## config.mk

```make
export PLATFORM = sky130hd
export DESIGN_NAME = irs_serial_dac_loader
export DESIGN_NICKNAME = d
export VERILOG_FILES = /design/src/rtl/irs_dac_pkg.sv /design/src/rtl/irs_sclk_phase_gen.sv /design/src/rtl/irs_serial_dac_loader.sv
export SDC_FILE = /design/constraint.sdc
export NUM_CORES = 1
export LEC_CHECK = 0
export ABC_CLOCK_PERIOD_IN_PS = 5700
export BUFFER_PORTS_ARGS = -buffer_cell sky130_fd_sc_hd__clkbuf_2
export CAP_MARGIN = 20
export CORE_MARGIN = 3
export CORE_UTILIZATION = 45
export DETAILED_ROUTE_END_ITERATION = 10
export PLACE_DENSITY = 0.66
export SETUP_SLACK_MARGIN = 0.1
export SKIP_CTS_REPAIR_TIMING = 1
export SYNTH_ARGS = -nofsm -noshare
export SYNTH_HDL_FRONTEND = slang
export SYNTH_SLANG_ARGS = --single-unit
```

## constraint.sdc

```tcl
create_clock -name clk_i -period 5.7 [get_ports clk_i]
set_clock_uncertainty 0.1 [all_clocks]
set_input_delay 1.14 -clock clk_i [delete_from_list [all_inputs] [get_ports clk_i]]
set_output_delay 1.14 -clock clk_i [all_outputs]
set_load 0.01 [all_outputs]
```

## src/rtl/irs_dac_pkg.sv

```systemverilog
// Shared types and sizing helpers for the IRS serial DAC loader.
// Latency/backpressure: n/a (package only).
package irs_dac_pkg;

   localparam int ERR_CNT_W = 8;

   typedef enum logic [2:0] {
      ST_IDLE,
      ST_CLR,
      ST_SHIFT_LO,
      ST_SHIFT_HI,
      ST_LATCH,
      ST_FLUSH
   } state_t;

   function automatic int word_len(input int addr_bits, input int dac_bits);
      return addr_bits + dac_bits;
   endfunction

   // clear + per-word (bits + latch) + flush, each slot one full SCLK period
   function automatic int busy_cycles(input int num_dacs, input int addr_bits,
                                      input int dac_bits, input int sclk_div);
      int l;
      l = word_len(addr_bits, dac_bits);
      return 2*sclk_div + num_dacs*(l + 1)*2*sclk_div + l*2*sclk_div;
   endfunction

endpackage

```

## src/rtl/irs_sclk_phase_gen.sv

```systemverilog
// Phase timer: flags the last clk of each SCLK half-period (or double-length phase).
// Latency: combinational flags from a registered counter; no backpressure.
module irs_sclk_phase_gen #(
   parameter int SCLK_DIV = 4
) (
   input  logic clk_i,
   input  logic rst_n_i,
   input  logic run_i,
   input  logic long_i,
   input  logic sample_en_i,
   output logic phase_end_o,
   output logic sample_o
);

   localparam int CNT_W = $clog2(2*SCLK_DIV) + 1;

   logic [CNT_W-1:0] cnt;
   logic [CNT_W-1:0] limit;

   assign limit       = long_i ? CNT_W'(2*SCLK_DIV - 1) : CNT_W'(SCLK_DIV - 1);
   assign phase_end_o = run_i && (cnt == limit);
   assign sample_o    = phase_end_o && sample_en_i;

   // Every state change coincides with phase_end, so restarting here restarts on entry.
   always_ff @(posedge clk_i or negedge rst_n_i) begin
      if (!rst_n_i)
         cnt <= '0;
      else if (!run_i || phase_end_o)
         cnt <= '0;
      else
         cnt <= cnt + 1'b1;
   end

endmodule

```

## src/rtl/irs_serial_dac_loader.sv

```systemverilog
// Serial DAC init engine: clear, shift NUM_DACS {addr,value} words MSB first, latch each, flush, verify SHOUT.
// Latency: fixed busy_cycles() per run; start_i ignored while busy, no other backpressure.
module irs_serial_dac_loader
   import irs_dac_pkg::*;
#(
   parameter int NUM_DACS  = 8,
   parameter int DAC_BITS  = 12,
   parameter int ADDR_BITS = 3,
   parameter int SCLK_DIV  = 4
) (
   input  logic                         clk_i,
   input  logic                         rst_n_i,
   input  logic                         start_i,
   input  logic [NUM_DACS*DAC_BITS-1:0] dac_values_i,
   input  logic                         irs_shout_i,
   output logic                         irs_sclk_o,
   output logic                         irs_sin_o,
   output logic                         irs_pclk_o,
   output logic                         irs_regclr_o,
   output logic                         busy_o,
   output logic                         done_o,
   output logic                         err_o,
   output logic [ERR_CNT_W-1:0]         err_count_o
);

   localparam int L      = word_len(ADDR_BITS, DAC_BITS);
   localparam int BIT_W  = (L > 1) ? $clog2(L) : 1;
   localparam int WORD_W = $clog2(NUM_DACS + 1);

   state_t                       state, state_nxt;
   logic [NUM_DACS*DAC_BITS-1:0] snap;
   logic [BIT_W-1:0]             bit_cnt;
   logic [WORD_W-1:0]            word_cnt;
   logic                         flush_hi;
   logic [ERR_CNT_W-1:0]         err_cnt;
   logic                         done_q;
   logic                         run, long_phase, sample_en, phase_end, sample;
   logic                         last_bit, last_word, cur_bit, exp_bit;
   logic [L-1:0]                 cur_word, prev_word;
   int                           cur_idx, prev_idx;

   function automatic logic [L-1:0] make_word(input logic [NUM_DACS*DAC_BITS-1:0] v, input int k);
      logic [ADDR_BITS-1:0] a;
      a = ADDR_BITS'(k);
      return {a, v[k*DAC_BITS +: DAC_BITS]};
   endfunction

   // word_cnt == NUM_DACS during FLUSH, so prev_word is then the last word loaded
   always_comb begin
      cur_idx  = 0;
      prev_idx = 0;
      if (word_cnt < WORD_W'(NUM_DACS)) cur_idx = int'(word_cnt);
      if (word_cnt != '0) prev_idx = int'(word_cnt) - 1;
      cur_word  = make_word(snap, cur_idx);
      prev_word = (word_cnt == '0) ? '0 : make_word(snap, prev_idx);
   end

   assign last_bit   = (bit_cnt == BIT_W'(L - 1));
   assign last_word  = (word_cnt == WORD_W'(NUM_DACS - 1));
   assign cur_bit    = cur_word[BIT_W'(L - 1) - bit_cnt];
   assign exp_bit    = prev_word[BIT_W'(L - 1) - bit_cnt];
   assign run        = (state != ST_IDLE);
   assign long_phase = (state == ST_CLR) || (state == ST_LATCH);
   assign sample_en  = (state == ST_SHIFT_LO) || ((state == ST_FLUSH) && !flush_hi);

   irs_sclk_phase_gen #(.SCLK_DIV(SCLK_DIV)) u_phase (
      .clk_i       (clk_i),
      .rst_n_i     (rst_n_i),
      .run_i       (run),
      .long_i      (long_phase),
      .sample_en_i (sample_en),
      .phase_end_o (phase_end),
      .sample_o    (sample)
   );

   always_ff @(posedge clk_i or negedge rst_n_i) begin
      if (!rst_n_i) state <= ST_IDLE;
      else          state <= state_nxt;
   end

   always_comb begin
      state_nxt    = state;
      irs_sclk_o   = 1'b0;
      irs_sin_o    = 1'b0;
      irs_pclk_o   = 1'b0;
      irs_regclr_o = 1'b0;
      case (state)
         ST_IDLE:     if (start_i) state_nxt = ST_CLR;
         ST_CLR: begin
            irs_regclr_o = 1'b1;
            if (phase_end) state_nxt = ST_SHIFT_LO;
         end
         ST_SHIFT_LO: begin
            irs_sin_o = cur_bit;
            if (phase_end) state_nxt = ST_SHIFT_HI;
         end
         ST_SHIFT_HI: begin
            irs_sclk_o = 1'b1;
            irs_sin_o  = cur_bit;
            if (phase_end) state_nxt = last_bit ? ST_LATCH : ST_SHIFT_LO;
         end
         ST_LATCH: begin
            irs_pclk_o = 1'b1;
            if (phase_end) state_nxt = last_word ? ST_FLUSH : ST_SHIFT_LO;
         end
         ST_FLUSH: begin
            irs_sclk_o = flush_hi;
            if (phase_end && flush_hi && last_bit) state_nxt = ST_IDLE;
         end
         default:     state_nxt = ST_IDLE;
      endcase
   end

   always_ff @(posedge clk_i or negedge rst_n_i) begin
      if (!rst_n_i) begin
         snap     <= '0;
         bit_cnt  <= '0;
         word_cnt <= '0;
         flush_hi <= 1'b0;
         err_cnt  <= '0;
         done_q   <= 1'b0;
      end else begin
         done_q <= (state == ST_FLUSH) && (state_nxt == ST_IDLE);
         if ((state == ST_IDLE) && start_i) begin
            snap     <= dac_values_i;
            err_cnt  <= '0;
            bit_cnt  <= '0;
            word_cnt <= '0;
            flush_hi <= 1'b0;
         end
         if (sample && (irs_shout_i != exp_bit) && (err_cnt != '1))
            err_cnt <= err_cnt + 1'b1;
         if (phase_end) begin
            case (state)
               ST_SHIFT_HI: bit_cnt <= last_bit ? '0 : bit_cnt + 1'b1;
               ST_LATCH:    word_cnt <= word_cnt + 1'b1;
               ST_FLUSH: begin
                  flush_hi <= !flush_hi;
                  if (flush_hi) bit_cnt <= last_bit ? '0 : bit_cnt + 1'b1;
               end
               default: ;
            endcase
         end
      end
   end

   assign busy_o      = run;
   assign done_o      = done_q;
   assign err_count_o = err_cnt;
   assign err_o       = (err_cnt != '0);

endmodule

```

==> flow_metrics.tcl <==
set metrics [dict create \
    status "complete, no violations" \
    cap_violations 0 \
    path_cells "buf_4 -> nand2b_2 -> inv_2 -> ha_4 -> buf_4 -> mux4_2 -> mux4_2 -> mux4_2 -> nand2_1 -> a311o_1 -> a21oi_1 -> clkbuf_2" \
    clkSinkCount 121 \
    wl_per_cell_um 23.4 \
    mostFrequentLayoutCells "nand2_1, dfrtp_1, clkbuf_2, mux2i_1, mux4_2" \
    drc 0 \
    crit_top_cell "mux4_2" \
    antenna_found_initial 2 \
    synth_area_leaders "dfrtp_1, mux4_2, nand2_1, mux2i_1, ha_1" \
    cp-start-kind "flip-flop" \
    clock_latency_ns 0.43 \
    synthArstFlopShare 1.00 \
    grt_overflow 0 \
    period_share 0.951 \
    p_leak_nw 5.49 \
    tns_ns 0 \
    ant_nets 0 \
    max_slew_margin 0.307 \
    fillers 2088 \
    routed_wl_um 35500 \
    gp_congestion 0.970 \
    clock_path_buffers 2 \
    rsz0062_at_grt "true" \
    worstSetupPathType "reg2out" \
    fin_nets 1346 \
    reg2reg_from "word_cnt[0]$_DFF_PN0_" \
    cts.clk_slew.worst_paths_ns 0.06 \
    placementRows 54 \
    dp.cells 1481 \
    cts_htree_levels 4 \
    final_common_cell "nand2_1" \
    syn_area_per_cell_sq_um 9.00 \
    ys_types 75 \
    die_area_sq_um 24400 \
    critPathRequiredTime_ns 4.46 \
    vias 9620 \
    peakVddDrop_mv 0.136 \
    dp_hpwl_um 25900 \
    synth_edf_count 0 \
    antenna_cells 0 \
    hold_viol 0 \
    drive_gt1_frac 0.257 \
    port_buffers 114 \
    critPathSlowestCell "mux4_2" \
    core_sq_um 22000 \
    grt_max_degree 100 \
    multi_input_area_sq_um 6760 \
    hp-class "reg2reg" \
    cp.arrival_ns 4.18 \
    hold_start "u_phase.cnt[0]$_DFF_PN0_" \
    powerDensity_nw_per_um2 178 \
    die_w_um 156 \
    yosysWarnings 0 \
    end_kind "output port" \
    synth_top_cell_by_area "dfrtp_1" \
    slew_violations 0 \
    synthFlopType "dfrtp_1" \
    ios 115 \
    die_h_um 156 \
    root_buffer "clkbuf_16" \
    syn-num-nets 1249 \
    ys_seq_area_frac 0.298 \
    register_area_sq_um 3030 \
    track_usage 0.293 \
    setup_viol 0 \
    fin_crit_ns 5.42 \
    slowest_delay_ns 0.55 \
    vias_per_cell 6.34 \
    grt_pass1_wl_um 54700 \
    area_growth_pct 16.5 \
    crit_path_start "word_cnt[3]$_DFF_PN0_" \
    tritoncts "yes" \
    syn_inst 1128 \
    drt_iter0_markers 1130 \
    synth_area_sq_um 10100 \
    fmax_ghz 0.185 \
    stdcell_count 1518 \
    first_pass_iters 5 \
    cts_inserted_buffers 17 \
    first_global_vias 9274 \
    tightestPinTransition_ns 1.04 \
    path_max_fanout 19 \
    start_util 0.462 \
    synth_seq_cells 121 \
    yosysTopAreaCellShare 0.298 \
]
## through the flow
stage               hold slack (ns)  cell area (sq um)  setup slack, ns  utilization  total power [mW]
finish                        0.366              11800            0.281        0.538              2.11
floorplan                     0.333              10200            0.108            -             0.905
global placement              0.353              11100            0.307        0.506             0.967
global route                  0.418              11800           0.0769        0.538              2.17
CTS                           0.367              11700          0.00614        0.534              2.13
detailed placement            0.359              11100            0.177        0.506             0.968
## layer usage
metal	vias to the layer above	GRT usage	wire length (um)
li1	4303	-	-
met1	4670	0.399	14500
met2	536	0.443	15900
met3	107	0.0824	3580
met4	4	0.118	1490
met5	-	0	27
## flip-flops by register name (all words and copies together), names as in the netlist
| name | cells |
|---|---|
| bit_cnt | 4 |
| done_o | 1 |
| err_count_o | 8 |
| flush_hi | 1 |
| snap | 96 |
| state | 3 |
| u_phase.cnt | 4 |
| word_cnt | 4 |
## critical path, delay by kind of cell (launching register included)
kind	cells	cell delay, ns
AO/OA/AOI/OAI	2	0.39
adder cells (fa/ha/maj)	1	0.39
buffers and inverters	4	0.71
flip-flops	1	0.47
multiplexers	3	1.54
AND/OR/NAND/NOR	2	0.24
## synthesized netlist by cell type, drive strengths merged, types with 4 or more instances
master	instances
nor3	27
a31oi	9
xnor2	9
a221oi	6
xor2	4
o22ai	4
dfrtp	121
o211ai	6
buf	26
clkbuf	58
and3	8
a22oi	4
nor4bb	4
nand2b	13
nand2	367
o21ai	31
a211oi	13
a21oi	25
ha	20
inv	20
a2111oi	9
nor2b	9
mux2i	87
nor2	33
mux4	83
and2	7
nand3	34
a311oi	8
mux2	7
nand4	12
a22o	5
o31ai	4
## area by class of cell
cell class | count | area share
Clock buffer | 18 | 0.0363
Clock inverter | 14 | 0.0159
Inverter | 23 | 0.00825
Multi-Input combinational cell | 900 | 0.572
Sequential cell | 121 | 0.256
Tap cell | 280 | 0.0296
Timing Repair Buffer | 162 | 0.0821
## cells by family (layout without fill, tap and decap cells)
logic type	count (synthesis)	after routing	synth area share
xor+xnor	13	13	0.0120
mux	177	177	0.278
buf+inv	107	217	0.0464
flops	121	121	0.298
fa+ha+maj	21	21	0.0266
simple gates	530	530	0.226
compound gates	159	159	0.113
## final timing paths
| kind | to | slack (ns) | cells after the start |
|---|---|---|---|
| worst max-delay path | irs_sin_o | 0.28 | 12 |
| worst min-delay path | u_phase.cnt[0]$_DFF_PN0_ | 0.37 | 1 |
| worst max register to register | err_count_o[1]$_DFFE_PN0P_ | 0.39 | 20 |
| worst min register to register | u_phase.cnt[0]$_DFF_PN0_ | 0.37 | 1 |
| max in group asynchronous | snap[21]$_DFFE_PN0P_ | 4.09 | 2 |
| min in group asynchronous | u_phase.cnt[2]$_DFF_PN0_ | 0.73 | 2 |
## power breakdown
part | switching [mW] | leakage [nW] | internal [mW]
combinational | 0.0395 | 3.55 | 0.0404
clock | 0.456 | 0.298 | 0.700
sequential | 0.00729 | 1.64 | 0.864
total | 0.503 | 5.49 | 1.60
No activity file was read; power rests on OpenSTA's default activity.
